### src/rtl/uart_pkg.sv
// Shared UART constants: default RX FIFO geometry and the drop-counter width.
package uart_pkg;

  localparam int unsigned RxDataBits  = 8;
  localparam int unsigned RxFifoWidth = 4;
  localparam int unsigned DropCntBits = 8;

  // Increment that sticks at all-ones instead of wrapping.
  function automatic logic [DropCntBits-1:0] sat_inc(input logic [DropCntBits-1:0] v);
    return (&v) ? v : v + 1'b1;
  endfunction

endpackage

### src/rtl/fifo_mem.sv
// Storage array for rx_fifo: one write port, one registered read port, no reset.
module fifo_mem #(
  parameter int unsigned DataBits = 8,
  parameter int unsigned AddrBits = 4
) (
  input  logic                clk_i,
  input  logic                we_i,
  input  logic [AddrBits-1:0] waddr_i,
  input  logic [DataBits-1:0] wdata_i,
  input  logic                re_i,
  input  logic [AddrBits-1:0] raddr_i,
  output logic [DataBits-1:0] rdata_o
);

  localparam int unsigned Depth = 2 ** AddrBits;

  logic [DataBits-1:0] mem_q [Depth];

  // Read returns the pre-write contents when both ports hit the same slot.
  always_ff @(posedge clk_i) begin
    if (we_i) begin
      mem_q[waddr_i] <= wdata_i;
    end
    if (re_i) begin
      rdata_o <= mem_q[raddr_i];
    end
  end

endmodule

### src/rtl/rx_fifo.sv
// Receive FIFO with occupancy flags, sticky overflow, flush and BIST freeze.
// Define RX_FIFO_DROP_CNT_EN to add the saturating Drop_Count output.
module rx_fifo
  import uart_pkg::*;
#(
  parameter int unsigned DATA_BITS   = RxDataBits,
  parameter int unsigned FIFO_WIDTH  = RxFifoWidth,
  parameter int unsigned HALF_THRESH = 2 ** (FIFO_WIDTH - 1)
) (
  input  logic                 clk,
  input  logic                 rst,
  input  logic [DATA_BITS-1:0] Rx_Data,
  input  logic                 Data_Rdy,
  input  logic                 Pop_Data,
  input  logic                 Flush,
  input  logic                 BIST_Mode,
  output logic [DATA_BITS-1:0] Data_Out,
  output logic                 Data_Valid,
  output logic                 FIFO_Empty,
  output logic                 FIFO_Full,
  output logic                 FIFO_Half,
  output logic                 FIFO_Overflow,
`ifdef RX_FIFO_DROP_CNT_EN
  output logic [DropCntBits-1:0] Drop_Count,
`endif
  output logic [FIFO_WIDTH:0]  FIFO_Count
);

  localparam logic [FIFO_WIDTH:0] DepthCnt = {1'b1, {FIFO_WIDTH{1'b0}}};
  localparam logic [FIFO_WIDTH:0] HalfCnt  = (FIFO_WIDTH + 1)'(HALF_THRESH);

  logic [FIFO_WIDTH-1:0] wr_ptr_q, wr_ptr_d;
  logic [FIFO_WIDTH-1:0] rd_ptr_q, rd_ptr_d;
  logic [FIFO_WIDTH:0]   count_q, count_d;
  logic                  ovf_q, ovf_d;
  logic                  valid_q;
  logic                  out_zero_q;
  logic [DATA_BITS-1:0]  mem_rdata;

  logic run;
  logic pop_acc;
  logic push_acc;
  logic drop;

  assign run      = ~Flush & ~BIST_Mode;
  assign pop_acc  = run & Pop_Data & (count_q != '0);
  assign push_acc = run & Data_Rdy & ((count_q != DepthCnt) | pop_acc);
  assign drop     = run & Data_Rdy & ~push_acc;

  fifo_mem #(
    .DataBits(DATA_BITS),
    .AddrBits(FIFO_WIDTH)
  ) u_mem (
    .clk_i  (clk),
    .we_i   (push_acc & ~rst),
    .waddr_i(wr_ptr_q),
    .wdata_i(Rx_Data),
    .re_i   (pop_acc & ~rst),
    .raddr_i(rd_ptr_q),
    .rdata_o(mem_rdata)
  );

  always_comb begin
    wr_ptr_d = wr_ptr_q;
    rd_ptr_d = rd_ptr_q;
    count_d  = count_q;
    ovf_d    = ovf_q;
    if (Flush) begin
      wr_ptr_d = '0;
      rd_ptr_d = '0;
      count_d  = '0;
      ovf_d    = 1'b0;
    end else begin
      if (push_acc) begin
        wr_ptr_d = wr_ptr_q + 1'b1;
      end
      if (pop_acc) begin
        rd_ptr_d = rd_ptr_q + 1'b1;
      end
      unique case ({push_acc, pop_acc})
        2'b10:   count_d = count_q + 1'b1;
        2'b01:   count_d = count_q - 1'b1;
        default: count_d = count_q;
      endcase
      // A drop in the same cycle as a clearing pop leaves the flag set.
      if (drop) begin
        ovf_d = 1'b1;
      end else if (pop_acc) begin
        ovf_d = 1'b0;
      end
    end
  end

  always_ff @(posedge clk) begin
    if (rst) begin
      wr_ptr_q   <= '0;
      rd_ptr_q   <= '0;
      count_q    <= '0;
      ovf_q      <= 1'b0;
      valid_q    <= 1'b0;
      out_zero_q <= 1'b1;
    end else begin
      wr_ptr_q <= wr_ptr_d;
      rd_ptr_q <= rd_ptr_d;
      count_q  <= count_d;
      ovf_q    <= ovf_d;
      valid_q  <= pop_acc;
      if (pop_acc) begin
        out_zero_q <= 1'b0;
      end
    end
  end

  // The storage read register has no reset, so mask it to zero until the first pop.
  assign Data_Out      = out_zero_q ? '0 : mem_rdata;
  assign Data_Valid    = valid_q;
  assign FIFO_Count    = count_q;
  assign FIFO_Overflow = ovf_q;
  assign FIFO_Empty    = (count_q == '0);
  assign FIFO_Full     = (count_q == DepthCnt);
  assign FIFO_Half     = (count_q >= HalfCnt);

`ifdef RX_FIFO_DROP_CNT_EN
  logic [DropCntBits-1:0] drop_cnt_q;

  always_ff @(posedge clk) begin
    if (rst || Flush) begin
      drop_cnt_q <= '0;
    end else if (drop) begin
      drop_cnt_q <= sat_inc(drop_cnt_q);
    end
  end

  assign Drop_Count = drop_cnt_q;
`else
  // Build without the drop counter: overflow is reported only through FIFO_Overflow.
`endif

endmodule

### config.mk
export PLATFORM = sky130hd
export DESIGN_NAME = rx_fifo
export DESIGN_NICKNAME = d
export VERILOG_FILES = /design/src/rtl/uart_pkg.sv /design/src/rtl/fifo_mem.sv /design/src/rtl/rx_fifo.sv
export SDC_FILE = /design/constraint.sdc
export NUM_CORES = 1
export LEC_CHECK = 0
export ABC_AREA = 1
export CAP_MARGIN = 10
export CORE_ASPECT_RATIO = 1.1
export CORE_MARGIN = 4
export CORE_UTILIZATION = 64
export CTS_CLUSTER_DIAMETER = 150
export DETAILED_ROUTE_END_ITERATION = 7
export PLACE_DENSITY = 0.81
export SYNTH_ARGS = -nofsm -noshare
export SYNTH_HDL_FRONTEND = slang
export SYNTH_SLANG_ARGS = --single-unit
### constraint.sdc
create_clock -name clk -period 2.96 [get_ports clk]
set_input_delay 0.296 -clock clk [delete_from_list [all_inputs] [get_ports clk]]
set_output_delay 0.296 -clock clk [all_outputs]
set_load 0.02 [all_outputs]
## After elaboration in Yosys (flattened, before gate mapping)

Memories as Yosys holds them, arrays and structs flattened. A register that Yosys moved wholly into a read port is not among the register bits.
Index checks and enable logic that the tools add are counted.

- Add/subtract/negate cells: 4
- Magnitude comparators: 1
- Eq/ne operators: 4
- Muxes and demuxes: 6
- Bitwise gates (word level): 13
- Reduce and logical (&&, ||, !) cells: 5

Operators by type and width:

| operator | count |
|---|---|
| 5-bit case mux with 2 select lines | 1 |
| 4-bit by 1-bit adder with 4-bit output (second input constant) | 2 |
| 1-bit AND | 8 |
| 8-bit two-way mux | 1 |
| 5-bit by 1-bit adder with 5-bit output (second input constant) | 1 |
| 5-bit equality test (second input constant) | 1 |
| 5-bit by 4-bit greater-or-equal comparator with 1-bit output (second input constant) | 1 |
| 5-bit zero test | 1 |
| 5-bit != test (second input constant) | 1 |
| 5-bit nonzero test | 1 |
| 5-bit by 1-bit subtractor with 5-bit output (second input constant) | 1 |
| 1-bit two-way mux | 4 |
| 1-bit inverter | 4 |
| 2-bit nonzero test | 2 |
| 2-bit by 1-bit equality test with 1-bit output (second input constant) | 1 |
| 2-bit equality test (second input constant) | 1 |
| 2-bit OR reduction | 1 |
| 1-bit bitwise OR | 1 |

- Flip-flop bits (word level): 16
- Memory bits (writable): 128
- Input bits: 14
- Memories: 1

Memory list:

| name | depth | bits a word | rd ports | clocked after Yosys merged registers in | wr ports | line | RTL |
|---|---|---|---|---|---|---|---|
| u_mem.mem_q | 16 | 8 | 1 | 1 | 1 | fifo_mem.sv:17 | `logic [DataBits-1:0] mem_q [Depth];` |

## Longest topological paths before layout

Gate-level depths: netlist of the first run.

- Word-level depth: 9
- Mapped depth: 12

## Hierarchy

A second synthesis of the first run with hierarchy kept.

- Cell total of the unflattened synthesis: 691
- Area, all modules: 6,835.3 um2

By module, submodules not included:

| module | instances | cells an instance | area each (um2) | seq. area each (um2) |
|---|---|---|---|---|
| fifo_mem | 1 | 551 | 5,846.9 | 4,083.9 |
| rx_fifo | 1 | 140 | 988.4 | 320.3 |

## Least setup slack after synthesis of the first run

No wires, ideal clock.

- Path type: reg2reg
- Start: register count_q[4], in the netlist FIFO_Count[4]
- End: register count_q[4], in the netlist FIFO_Count[4]
- Library setup time: 0.115 ns
- Data arrival time: 1.851 ns
- Required time: 2.845 ns
- Slack: 0.994 ns
- Cell stages (with the launch flop): 10
- Cell sequence: dfxtp_1 > inv_1 > nand3_2 > nand3_2 > fa_1 > o21ai_0 > a21o_1 > nand2_1 > a21oi_1 > nor2_1

- Word-level cells in the longest chain between the ends: 6
- Elaborated cells on any way between the ends: 11

RTL lines:

| what | line | RTL |
|---|---|---|
| start: declaration | rx_fifo.sv:34 | `logic [FIFO_WIDTH:0] count_q, count_d;` |
| start signal: assignment | rx_fifo.sv:105 | `count_q <= count_d;` |
| 5-bit nonzero test | rx_fifo.sv:46 | `assign pop_acc = run & Pop_Data & (count_q != '0);` |
| 1-bit AND | rx_fifo.sv:46 |  |
| 1-bit bitwise OR | rx_fifo.sv:47 | `assign push_acc = run & Data_Rdy & ((count_q != DepthCnt) \| pop_acc);` |
| 1-bit AND | rx_fifo.sv:47 |  |
| 2-bit by 1-bit equality test with 1-bit output or 2-bit equality test (tied branches) | rx_fifo.sv:80 | `unique case ({push_acc, pop_acc})` |
| 5-bit case mux with 2 select lines or 2-bit nonzero test (tied branches) | - |  |

Parallel ways exist; a longest one is shown, timed or not.
A chain may end at the register's enable or synchronous reset.

## Final worst setup path of the first run

- Start: register count_q[1], in the netlist FIFO_Count[1]
- End: output FIFO_Full

- Word-level cells in the longest chain between the ends: 1

RTL lines:

| what | line | RTL |
|---|---|---|
| 5-bit equality test | rx_fifo.sv:120 | `assign FIFO_Full = (count_q == DepthCnt);` |
| end: declaration | rx_fifo.sv:20 | `output logic FIFO_Full,` |

No other way between the ends.

==> impl_metrics.xml, run 1 <==
<?xml version="1.0" encoding="UTF-8"?>
<metrics>
  <group name="power">
    <metric name="total_power" unit="W">0.004476</metric>
    <metric name="cellLeakagePower" unit="nW">2.523</metric>
    <metric name="peakVddDrop" unit="V">0.0004487</metric>
    <metric name="power_density" unit="nW/um^2">608.6</metric>
  </group>
  <group name="sta">
    <metric name="post-route-period-util" unit="%">78.04</metric>
    <metric name="clock_skew" unit="ns">0.005228</metric>
    <metric name="fmax" unit="MHz">432.9</metric>
    <metric name="hold_viol_final" unit="">0</metric>
    <metric name="period_minus_slack" unit="ns">2.310</metric>
    <metric name="setup_tns" unit="ns">0</metric>
    <metric name="finalMaxSlewViolations" unit="">0</metric>
    <metric name="max_slew_headroom_at_the_worst_pin" unit="%">39.63</metric>
    <metric name="rsz_0062_raised_after_global_routing" unit="">no</metric>
    <metric name="setup_viol" unit="">0</metric>
    <metric name="worst_pin_slew" unit="ns">0.9042</metric>
  </group>
  <group name="setup_path">
    <metric name="crit_arrival" unit="ns">2.01</metric>
    <metric name="crit_type" unit="">reg -&gt; out</metric>
    <metric name="worst_setup_path_end_kind" unit="">output port</metric>
    <metric name="timing.critical_path.fanout_max" unit="">4</metric>
    <metric name="timing.critical_path.from_type" unit="">flip-flop</metric>
    <metric name="cp_data_required_time" unit="ns">2.66</metric>
  </group>
  <group name="clock_network">
    <metric name="cts_buf_count" unit="">17</metric>
    <metric name="ctsResizeCount" unit="">0</metric>
    <metric name="post_cts_setup_buffers" unit="">0</metric>
    <metric name="clk_root_buffer_cell" unit="">clkbuf_8</metric>
    <metric name="cts-root-to-sink-buffers" unit="">2</metric>
    <metric name="clock_tree_from_tritoncts" unit="">yes</metric>
    <metric name="clk_lat_worst_skew" unit="ns">0.53</metric>
    <metric name="worst_setup_hold_path_clk_slew" unit="ns">0.06</metric>
    <metric name="postCtsHoldBufs" unit="">0</metric>
    <metric name="clock-sinks" unit="">152</metric>
    <metric name="htree_levels" unit="">4</metric>
  </group>
  <group name="synth">
    <metric name="dominant_synthesized_flop_cell" unit="">edfxtp_1</metric>
    <metric name="yosysTopAreaCellShare" unit="%">64.01</metric>
    <metric name="ys_async_sr_fraction" unit="%">0</metric>
    <metric name="number_of_different_library_cells_in_the_post_synthesis_netlist" unit="">34</metric>
    <metric name="yosysSeqAreaShare" unit="%">69.03</metric>
    <metric name="synth.area.top_cells" unit="">edfxtp_1 (64%), nor2_1 (7.3%), dfxtp_1 (5.0%)</metric>
    <metric name="number_of_enable_type_register_cells_in_the_synthesized_netlist" unit="">136</metric>
    <metric name="synth.cells.most_frequent" unit="">edfxtp_1 (136), nor2_1 (124), o21ai_0 (58), inv_1 (29)</metric>
    <metric name="synthesis_warnings" unit="">0</metric>
    <metric name="yosysMostFrequentCell" unit="">edfxtp_1</metric>
    <metric name="postSynthCellCount" unit="">534</metric>
    <metric name="syn-mean-instance-area" unit="um^2">11.95</metric>
    <metric name="ys_seq_elements" unit="">152</metric>
    <metric name="syn_nets" unit="">557</metric>
    <metric name="syn_area" unit="um^2">6380</metric>
    <metric name="synth_top_area_cell" unit="">edfxtp_1</metric>
  </group>
  <group name="placed_design">
    <metric name="numPortBuffers" unit="">31</metric>
    <metric name="numPlacedInstances" unit="">670</metric>
    <metric name="place_congestion" unit="">0.8900</metric>
    <metric name="place_hpwl" unit="um">9029</metric>
    <metric name="postPlaceCellArea" unit="um^2">6804</metric>
  </group>
  <group name="floorplanning">
    <metric name="fp.dieW" unit="um">103.2</metric>
    <metric name="die-area" unit="um^2">11630</metric>
    <metric name="floorplan.core_area" unit="um^2">9537</metric>
    <metric name="die-height" unit="um">112.7</metric>
    <metric name="start_util" unit="%">66.90</metric>
    <metric name="fp-row-count" unit="">37</metric>
    <metric name="ioPinCount" unit="">32</metric>
  </group>
  <group name="layout">
    <metric name="drive_gt1_share" unit="%">10.77</metric>
    <metric name="fillers" unit="">585</metric>
    <metric name="area_growth_syn_to_layout" unit="%">15.28</metric>
    <metric name="antennaDiodeCount" unit="">0</metric>
    <metric name="fin_nets" unit="">595</metric>
    <metric name="stdcell_area" unit="um^2">7355</metric>
    <metric name="seqCellArea" unit="um^2">4405</metric>
    <metric name="final_cell_count_no_fill" unit="">702</metric>
    <metric name="multi_input_area" unit="um^2">1717</metric>
  </group>
  <group name="grt">
    <metric name="first_pass_grt_wire_length" unit="um">22620</metric>
    <metric name="antenna_violations_before_repair" unit="">0</metric>
    <metric name="largest_net_degree_at_the_start_of_global_routing" unit="">67</metric>
    <metric name="grt.total_usage" unit="%">26.65</metric>
    <metric name="global_route_total_overflow" unit="">0</metric>
    <metric name="grt_pass1_vias" unit="">4170</metric>
  </group>
  <group name="detailed_routing">
    <metric name="routed_wire_length_per_instance" unit="um">20.33</metric>
    <metric name="detail_route.vias_per_cell" unit="">6.026</metric>
    <metric name="num_vias" unit="">4230</metric>
    <metric name="initialDrtViolationCount" unit="">432</metric>
    <metric name="routed_wirelength" unit="um">14270</metric>
    <metric name="drtAntennaViolNets" unit="">0</metric>
    <metric name="firstDrtPassIters" unit="">5</metric>
    <metric name="route.detailed.drc" unit="">0</metric>
  </group>
  <group name="run">
    <metric name="drv_cap" unit="">0</metric>
  </group>
  <group name="hold_path">
    <metric name="hold_crit_class" unit="">in -&gt; reg</metric>
  </group>
  <group name="run_status">
    <metric name="outcome" unit="">finished, final reports clean</metric>
  </group>
</metrics>
metal layers:
| metal | up-vias | routed length [um] | global-route usage, % |
|---|---|---|---|
| met3 | 34 | 1149 | 6.782 |
| met4 | 0 | 351 | 10.10 |
| met2 | 233 | 7178 | 41.25 |
| met1 | 1992 | 5592 | 36.55 |
| li1 | 1971 | - | - |
| met5 | - | 0 | 0 |
sequential cells by signal (all words and copies together) (netlist names):
signal / cells
out_zero_q: 1
rd_ptr_q: 4
u_mem.mem_q: 128
FIFO_Overflow: 1
wr_ptr_q: 4
u_mem.rdata_o: 8
Data_Valid: 1
FIFO_Count: 5
path summary, 6_finish.rpt:
kind	endpoint	depth (start not counted)	slack [ns]	start
max	FIFO_Full	4	0.65	FIFO_Count[1]$_SDFFE_PP0P_
min	Data_Valid$_SDFF_PP0_	2	0.45	rst
max reg2reg	FIFO_Count[4]$_SDFFE_PP0P_	11	0.79	FIFO_Count[1]$_SDFFE_PP0P_
min reg2reg	FIFO_Overflow$_SDFFE_PP0P_	2	0.54	FIFO_Overflow$_SDFFE_PP0P_
report_power, final:
group | internal (W) | leakage, nW | total (W) | switching [W]
clock network | 0.00119 | 0.257 | 0.00200 | 0.000814
logic | 0.0000417 | 0.913 | 0.000132 | 0.0000902
registers | 0.00234 | 1.35 | 0.00234 | 0.00000440
critical path, cell delays in order (launching register included):
cell             delay, ns
dfxtp_1               0.35
nor2_1                0.23
nand3_2               0.19
inv_1                 0.12
clkdlybuf4s50_1       0.61
per-stage QoR:
| stage | hold slack [ns] | setup slack, ns | util, % |
|---|---|---|---|
| global placement | 0.4867 | 0.4444 | 71.35 |
| detailed placement | 0.5090 | 0.3369 | 71.35 |
| CTS | 0.4353 | 0.6299 | 77.12 |
| finish | 0.4496 | 0.6501 | 77.12 |
| floorplan | 0.3684 | 0.9941 | - |
| global route | 0.4490 | 0.5660 | 77.12 |
placed cells by master (no fill, tap or decap), drive strengths merged:
cell / count
o21ai: 73
clkdlybuf4s50: 31
fa: 1
edfxtp: 136
o211ai: 27
clkinv: 9
a31oi: 1
xnor2: 1
buf: 13
inv: 33
clkinvlp: 4
nor3: 3
o21bai: 1
xor2: 2
dfxtp: 16
a21o: 1
o221ai: 5
ha: 8
nand3: 30
clkbuf: 18
a21oi: 12
bufinv: 2
nor2: 128
nand2: 30
cells by family (layout without fill, tap and decap cells):
kind of cell	count (synthesis)	count (layout)	synth area share [%]
adders and majority gates	9	9	1.883
xor gates and xnor gates	3	3	0.4119
AOI/OAI and AO/OA	120	120	11.28
buffers and inverters	59	110	4.060
and+or+nand+nor	191	191	13.34
DFF	152	152	69.03
layout make-up:
cell class / instances / area share [%]
multi-input cells: 323 / 23.34
clock inverters: 14 / 1.803
well taps: 117 / 1.990
inverters: 34 / 1.735
flip-flops and latches: 152 / 59.90
clock buffers: 18 / 5.682
repair buffers: 44 / 5.546
Note: power is estimated with default switching activity, not from simulation.
==> inputs of run 2 (changes only) <==
- CORE_UTILIZATION: 64 -> 60
- PLACE_DENSITY: 0.81 -> 0.77
- clock period: 2.96 -> 2.3 ns (I/O delays scaled with it)
==> impl_metrics.xml, run 2 (synthesized netlist as in run 1, its figures left out) <==
<?xml version="1.0" encoding="UTF-8"?>
<metrics>
  <group name="setup_path">
    <metric name="crit_type" unit="">reg -&gt; out</metric>
    <metric name="timing.critical_path.fanout_max" unit="">4</metric>
    <metric name="timing.critical_path.from_type" unit="">flip-flop</metric>
    <metric name="cp_data_required_time" unit="ns">2.07</metric>
    <metric name="crit_arrival" unit="ns">1.87</metric>
    <metric name="setup.reg_to_reg.worst_slack" unit="ns">0.23</metric>
    <metric name="worst_setup_path_end_kind" unit="">output port</metric>
  </group>
  <group name="floorplanning">
    <metric name="fp-row-count" unit="">39</metric>
    <metric name="fp.dieW" unit="um">106.3</metric>
    <metric name="start_util" unit="%">61.38</metric>
    <metric name="ioPinCount" unit="">32</metric>
    <metric name="die-height" unit="um">116.2</metric>
    <metric name="floorplan.core_area" unit="um^2">10390</metric>
    <metric name="die-area" unit="um^2">12350</metric>
  </group>
  <group name="placed_design">
    <metric name="place_hpwl" unit="um">9102</metric>
    <metric name="pre_cts_ws" unit="ns">-0.1149</metric>
    <metric name="numPortBuffers" unit="">31</metric>
    <metric name="place_congestion" unit="">0.8657</metric>
  </group>
  <group name="clock_network">
    <metric name="cts-root-to-sink-buffers" unit="">2</metric>
    <metric name="clock-sinks" unit="">152</metric>
    <metric name="clock_tree_from_tritoncts" unit="">yes</metric>
    <metric name="ctsResizeCount" unit="">0</metric>
    <metric name="cts_buf_count" unit="">17</metric>
    <metric name="htree_levels" unit="">4</metric>
    <metric name="postCtsHoldBufs" unit="">0</metric>
    <metric name="post_cts_setup_buffers" unit="">0</metric>
    <metric name="clk_lat_worst_skew" unit="ns">0.42</metric>
    <metric name="clk_root_buffer_cell" unit="">clkbuf_16</metric>
    <metric name="worst_setup_hold_path_clk_slew" unit="ns">0.06</metric>
  </group>
  <group name="detailed_routing">
    <metric name="drtAntennaViolNets" unit="">0</metric>
    <metric name="routed_wire_length_per_instance" unit="um">19.54</metric>
    <metric name="num_vias" unit="">4336</metric>
    <metric name="initialDrtViolationCount" unit="">545</metric>
    <metric name="detail_route.vias_per_cell" unit="">5.820</metric>
    <metric name="routed_wirelength" unit="um">14560</metric>
    <metric name="firstDrtPassIters" unit="">5</metric>
    <metric name="route.detailed.drc" unit="">0</metric>
  </group>
  <group name="sta">
    <metric name="max_slew_headroom_at_the_worst_pin" unit="%">48.88</metric>
    <metric name="finalMaxSlewViolations" unit="">0</metric>
    <metric name="fmax" unit="MHz">477.1</metric>
    <metric name="rsz_0062_raised_after_global_routing" unit="">no</metric>
    <metric name="post-route-period-util" unit="%">91.13</metric>
    <metric name="hold_viol_final" unit="">0</metric>
    <metric name="period_minus_slack" unit="ns">2.096</metric>
    <metric name="worst_slack" unit="ns">0.2039</metric>
    <metric name="worst_pin_slew" unit="ns">0.7645</metric>
    <metric name="setup_viol" unit="">0</metric>
    <metric name="clock_skew" unit="ns">0.01035</metric>
  </group>
  <group name="hold_path">
    <metric name="hold_crit_class" unit="">reg -&gt; reg</metric>
  </group>
  <group name="layout">
    <metric name="drive_gt1_share" unit="%">12.96</metric>
    <metric name="largest_register_ff_count" unit="">128</metric>
    <metric name="area_growth_syn_to_layout" unit="%">18.28</metric>
    <metric name="antennaDiodeCount" unit="">0</metric>
    <metric name="mostFrequentLayoutCells" unit="">edfxtp_1 (136), nor2_1 (124), o21ai_0 (58)</metric>
    <metric name="regMostFlops" unit="">u_mem.mem_q</metric>
    <metric name="fin_nets" unit="">612</metric>
    <metric name="most_common_library_cell_in_the_layout_ignoring_fill_and_taps" unit="">edfxtp_1</metric>
  </group>
  <group name="power">
    <metric name="total_power" unit="W">0.005874</metric>
    <metric name="peakVddDrop" unit="V">0.0004444</metric>
    <metric name="power_density" unit="nW/um^2">778.4</metric>
    <metric name="cellLeakagePower" unit="nW">2.638</metric>
  </group>
  <group name="grt">
    <metric name="antenna_violations_before_repair" unit="">0</metric>
    <metric name="first_pass_grt_wire_length" unit="um">23110</metric>
    <metric name="global_route_total_overflow" unit="">0</metric>
    <metric name="grt.total_usage" unit="%">25.35</metric>
    <metric name="grt_pass1_vias" unit="">4268</metric>
    <metric name="largest_net_degree_at_the_start_of_global_routing" unit="">67</metric>
  </group>
  <group name="run">
    <metric name="drv_cap" unit="">0</metric>
  </group>
  <group name="run_status">
    <metric name="outcome" unit="">finished, final reports clean</metric>
  </group>
</metrics>
==> run 2: cell types whose count changed in the layout (fill, tap and decap cells not counted) <==
cell,before,now
clkinv_4,1,0
clkinv_2,2,4
buf_4,13,29
buf_12,0,1
inv_6,1,0
bufinv_16,2,3
clkbuf_16,16,17
clkinvlp_4,4,1
clkbuf_1,1,3
clkbuf_8,1,0
==> run 2: path summary, 6_finish.rpt <==
check,startpoint,to,cells past startpoint
max reg2reg,FIFO_Count[1]$_SDFFE_PP0P_,FIFO_Count[4]$_SDFFE_PP0P_,11
min reg2reg,wr_ptr_q[3]$_SDFFE_PP0P_,wr_ptr_q[3]$_SDFFE_PP0P_,2
min,wr_ptr_q[3]$_SDFFE_PP0P_,wr_ptr_q[3]$_SDFFE_PP0P_,2
max,FIFO_Count[1]$_SDFFE_PP0P_,FIFO_Full,4
==> run 2: worst max-delay path, stage by stage (launching register included) <==
cell	delay (ns)
dfxtp_1	0.35
nor2_1	0.20
nand3_2	0.17
inv_1	0.12
clkdlybuf4s50_1	0.61
==> run 2: per-stage QoR <==
| stage | TNS, ns | std cells | hold slack, ns | utilization [%] | area (um^2) |
|---|---|---|---|---|---|
| after floorplan | 0 | 534 | 0.3024 | - | 6380 |
| final | 0 | 745 | 0.4951 | 72.60 | 7546 |
| after global placement | 0 | 713 | 0.4886 | 67.12 | 6977 |
| after CTS | 0 | 745 | 0.4991 | 72.60 | 7546 |
| after global routing | 0 | 745 | 0.5430 | 72.60 | 7546 |
| after detailed placement | -0.1149 | 713 | 0.4903 | 67.12 | 6977 |
==> run 2: layout make-up <==
cell class / count / area [um^2]
multi-input cells: 323 / 1717
inverters: 34 / 127.6
repair buffers: 61 / 548.0
clock inverters: 12 / 132.6
fillers: 680 / 2848
well taps: 143 / 178.9
clock buffers: 20 / 436.7
flip-flops and latches: 152 / 4405
==> run 2: report_power, final <==
part	switching, W	total, W	internal (W)
clock	0.00100	0.00268	0.00168
combinational	0.000115	0.000176	0.0000614
sequential	0.00000603	0.00302	0.00301
==> run 2: routing by layer <==
layer  share of wire [%]  up-vias  track usage (%)  wire length (um)
met5                   0        -                0                 0
met4                 2.2        0            10.19               327
met3                 7.6       30            5.638              1109
met2                  50      223            41.83              7342
met1                  40     2074            33.17              5776
li1                    -     2009                -                 -
==> edit 1: new RTL, flow settings as in run 1 <==
Register the output `FIFO_Count` once more, with the module's reset; this adds one clock of latency there. The other outputs are not delayed to match.
--- a/src/rtl/rx_fifo.sv
+++ b/src/rtl/rx_fifo.sv
@@ -116,3 +116,9 @@
   assign Data_Valid    = valid_q;
-  assign FIFO_Count    = count_q;
+  always_ff @(posedge clk) begin
+    if (rst) begin
+      FIFO_Count <= '0;
+    end else begin
+      FIFO_Count <= count_q;
+    end
+  end
   assign FIFO_Overflow = ovf_q;
Function: changed (a bounded check fails within 4 cycles, from zero or initial values and one cycle with rst high).
==> edit 1 against run 1 <==
Critical path depth unchanged; non-clock buffer count rose by 5; sequential cell count rose by 5; utilization fell by 1.6 points; combinational power is 14% lower; synthesized cell count grew 0.75%; final area increased by 1.0%; worst setup slack gained 120 ps; first-iteration DRC count is 4.6% higher; area after synthesis up 0.61%; wire length is 0.85% lower; power is 4.1% higher; sequential power grew 3%; largest cell class unchanged; highest routed layer unchanged.
==> edit 1: results <==
[layout]
multi_input_gates = 321
num-nonclk-buffers = 49
clk_share_pct = 7.779
finalNetCount = 602
multi_input_area_share_pct = 21.91
stdcell_area_sq_um = 7431
instances_no_fill = 712
clkbuf_count = 22
seq_area_share_pct = 60.63

[logic_synthesis]
synth_cells = 538
synth_xor_area_share_pct = 0.5458
ys_types = 28
ys_top_cells_by_area = "edfxtp_1 64%, nor2_1 7.2%, dfxtp_1 6.5%"
synthAdderAreaFrac_pct = 1.871
ys_seq_area_share_pct = 70.18
synth_compound_area_share_pct = 10.55
syn_nets = 561

[power_and_ir_drop]
switching_share_pct = 18.44
seqPwrFrac_pct = 51.8
ir_worst_vdd_mv = 0.4322
p_clk_mw = 2.13

[routing]
drt_iter0_drc = 452
routedWlPerCell_microns = 19.87
via_per_inst = 6.167

[place]
post-place-cells = 680
post-place-ws_ps = 478.7
hpwl_microns = 8827
placed_area_sq_um = 6853
gp_congestion = 0.8641

[timing]
clock_skew_ps = 9.446

[floorplan]
core-area_sq_um = 9842

[global_route]
grt_pass1_wl_microns = 22610

[outcome]
status = "complete, no violations"

[setup_path]
worstPathArrival_ps = 1890

[min_path]
min_path_type = "flop to flop"
-- edit 1: per-layer routing --
| metal | share of wire [%] | track usage (%) | wire (microns) | vias to the layer above |
|---|---|---|---|---|
| met2 | 50 | 42.05 | 7019 | 272 |
| met1 | 37 | 33.07 | 5275 | 2084 |
| li1 | - | - | - | 1994 |
| met5 | 0 | 0 | 0 | - |
| met3 | 10 | 9.309 | 1416 | 41 |
| met4 | 3.1 | 10.10 | 438 | 0 |
-- edit 1: worst max-delay path, cell delays in order, from the launching register on --
cell	delay (ps)
dfxtp_1	340
nor2_1	140
nand3_1	150
inv_1	110
clkdlybuf4s50_1	610
-- edit 1: path summary, 6_finish.rpt --
kind | startpoint | end | slack, ps | cells after the start
worst max-delay path | count_q[1] | FIFO_Full | 780 | 4
worst min-delay path | count_q[2] | FIFO_Count[2] | 460 | 2
worst max register to register | count_q[1] | count_q[3] | 910 | 12
worst min register to register | count_q[2] | FIFO_Count[2] | 460 | 2
==> edit 2: new RTL, settings of run 1 <==
Made on the original files. `RxDataBits`: 8 -> 7.
--- a/src/rtl/uart_pkg.sv
+++ b/src/rtl/uart_pkg.sv
@@ -3,3 +3,3 @@
 
-  localparam int unsigned RxDataBits  = 8;
+  localparam int unsigned RxDataBits  = 7;
   localparam int unsigned RxFifoWidth = 4;
Ports: changed (resized Data_Out and Rx_Data); port bits go from 32 to 30. No check against the original RTL was run, so the function may have changed too.
==> edit 2 against run 1 <==
Clock skew is 3.4 ps higher; sequential power is 11% lower; sequential cell count fell by 17; count of clock-buffer cells in the layout did not move; power is 1.7% lower; wire length down 9.4%; final area decreased by 8.6%; area after synthesis decreased by 10%; worst setup slack gained 110 ps.
==> edit 2: results <==
[outcome]
status = "complete, no violations"

[logic_synthesis]
synth_compound_area_share_pct = 10.69
synthAdderAreaFrac_pct = 2.095
ys_seq_area_share_pct = 67.90
ys_top_cells_by_area = "edfxtp_1 62%, nor2_1 7.5%, dfxtp_1 5.6%"
synth_edf_count = 119
ys_types = 36
synth_xor_area_share_pct = 0.6110
async_reset_ff_share_pct = 0
syn_nets = 504
yosys_warnings = 0
yosys-top-cells-count = "119 x edfxtp_1, 114 x nor2_1, 57 x o21ai_0"

[setup_path]
r2r_cells = 7
worstPathArrival_ps = 1910
worstPathMaxFanout = 5
reg2reg_from = "rd_ptr_q[0]"
rrSetupSlack_ps = 910
r2r-end = "u_mem.rdata_o[2]"

[global_route]
grt_pass1_vias = 3927
grt_max_degree = 59
grt_pass1_wl_microns = 20470
track_usage_pct = 25.94

[layout]
finalNetCount = 539
largest_reg_flops = 112
drive_gt1_share_pct = 12.29
num-fill-cells = 488

[routing]
via_per_inst = 6.109
routedWlPerCell_microns = 20.20
drt_iter0_drc = 427

[place]
hpwl_microns = 7755
portBuffers = 29
placed_area_sq_um = 6097
gp_congestion = 0.8665

[timing]
clock_skew_ps = 8.611
slew_headroom_pct = 33.79

[min_path]
min_path_type = "input port to flop"

[power_and_ir_drop]
ir_worst_vdd_mv = 0.5971
[edit 2: cell types whose count changed after synthesis, sizes merged, moves of 3 or more]
cell    before  now
edfxtp     136  119
inv         32   29
nand2       30   26
nor2       128  117
o211ai      27   21
o21ai       73   65
[edit 2: through the flow]
step	worst slack [ps]	hold WS (ps)	std cells
2_1_floorplan	1031	368.4	482
3_3_place_gp	602.3	490.3	609
3_5_place_dp	484.2	510.0	609
4_1_cts	734.4	394.2	640
5_1_grt	681.2	429.3	640
6_report	757.9	405.0	640
[edit 2: layout make-up]
class | count | area, sq um | share of cell area (%)
inverters | 30 | 117.6 | 1.750
clock buffers | 18 | 417.9 | 6.219
well taps | 111 | 138.9 | 2.067
multi-input cells | 293 | 1574 | 23.42
flip-flops and latches | 135 | 3894 | 57.94
repair buffers | 40 | 372.9 | 5.548
clock inverters | 13 | 205.2 | 3.053
[edit 2: kinds of logic (layout without fill, tap and decap cells)]
family | count (synthesis) | in the layout
compound gates | 104 | 104
xor+xnor | 4 | 4
fa+ha+maj | 9 | 9
buf+inv | 54 | 101
flops | 135 | 135
simple gates | 176 | 176
[edit 2: where the power goes]
part	switching, mW	leakage (nW)	internal, mW
combinational	0.0774	0.864	0.0399
clock	0.757	0.308	1.45
sequential	0.00470	1.20	2.08
total	0.839	2.37	3.56
[edit 2: worst max-delay path, cell delays in order, from the launching register on]
cell and delay (ps):
dfxtp_1 380, nor2_4 170, nand3_2 130, inv_1 100
clkdlybuf4s50_1 610
[edit 2: how the worst min path moves through the flow]
| stage | startpoint | endpoint | cells after the start |
|---|---|---|---|
| global route | rst | Data_Valid | 2 |
| finish | rst | Data_Valid | 2 |
| CTS | rst | Data_Valid | 2 |
| detailed placement | wr_ptr_q[3] | wr_ptr_q[3] | 2 |
| global placement | wr_ptr_q[3] | wr_ptr_q[3] | 2 |
| floorplan | rst | Data_Valid | 1 |
[edit 2: metal layers]
layer / wire [microns] / GRT usage (%) / vias to the layer above
li1: - / - / 1777
met1: 4918 / 32.29 / 1887
met2: 6558 / 44.41 / 212
met3: 1076 / 5.509 / 34
met4: 377 / 10.73 / 0
met5: 0 / 0 / -
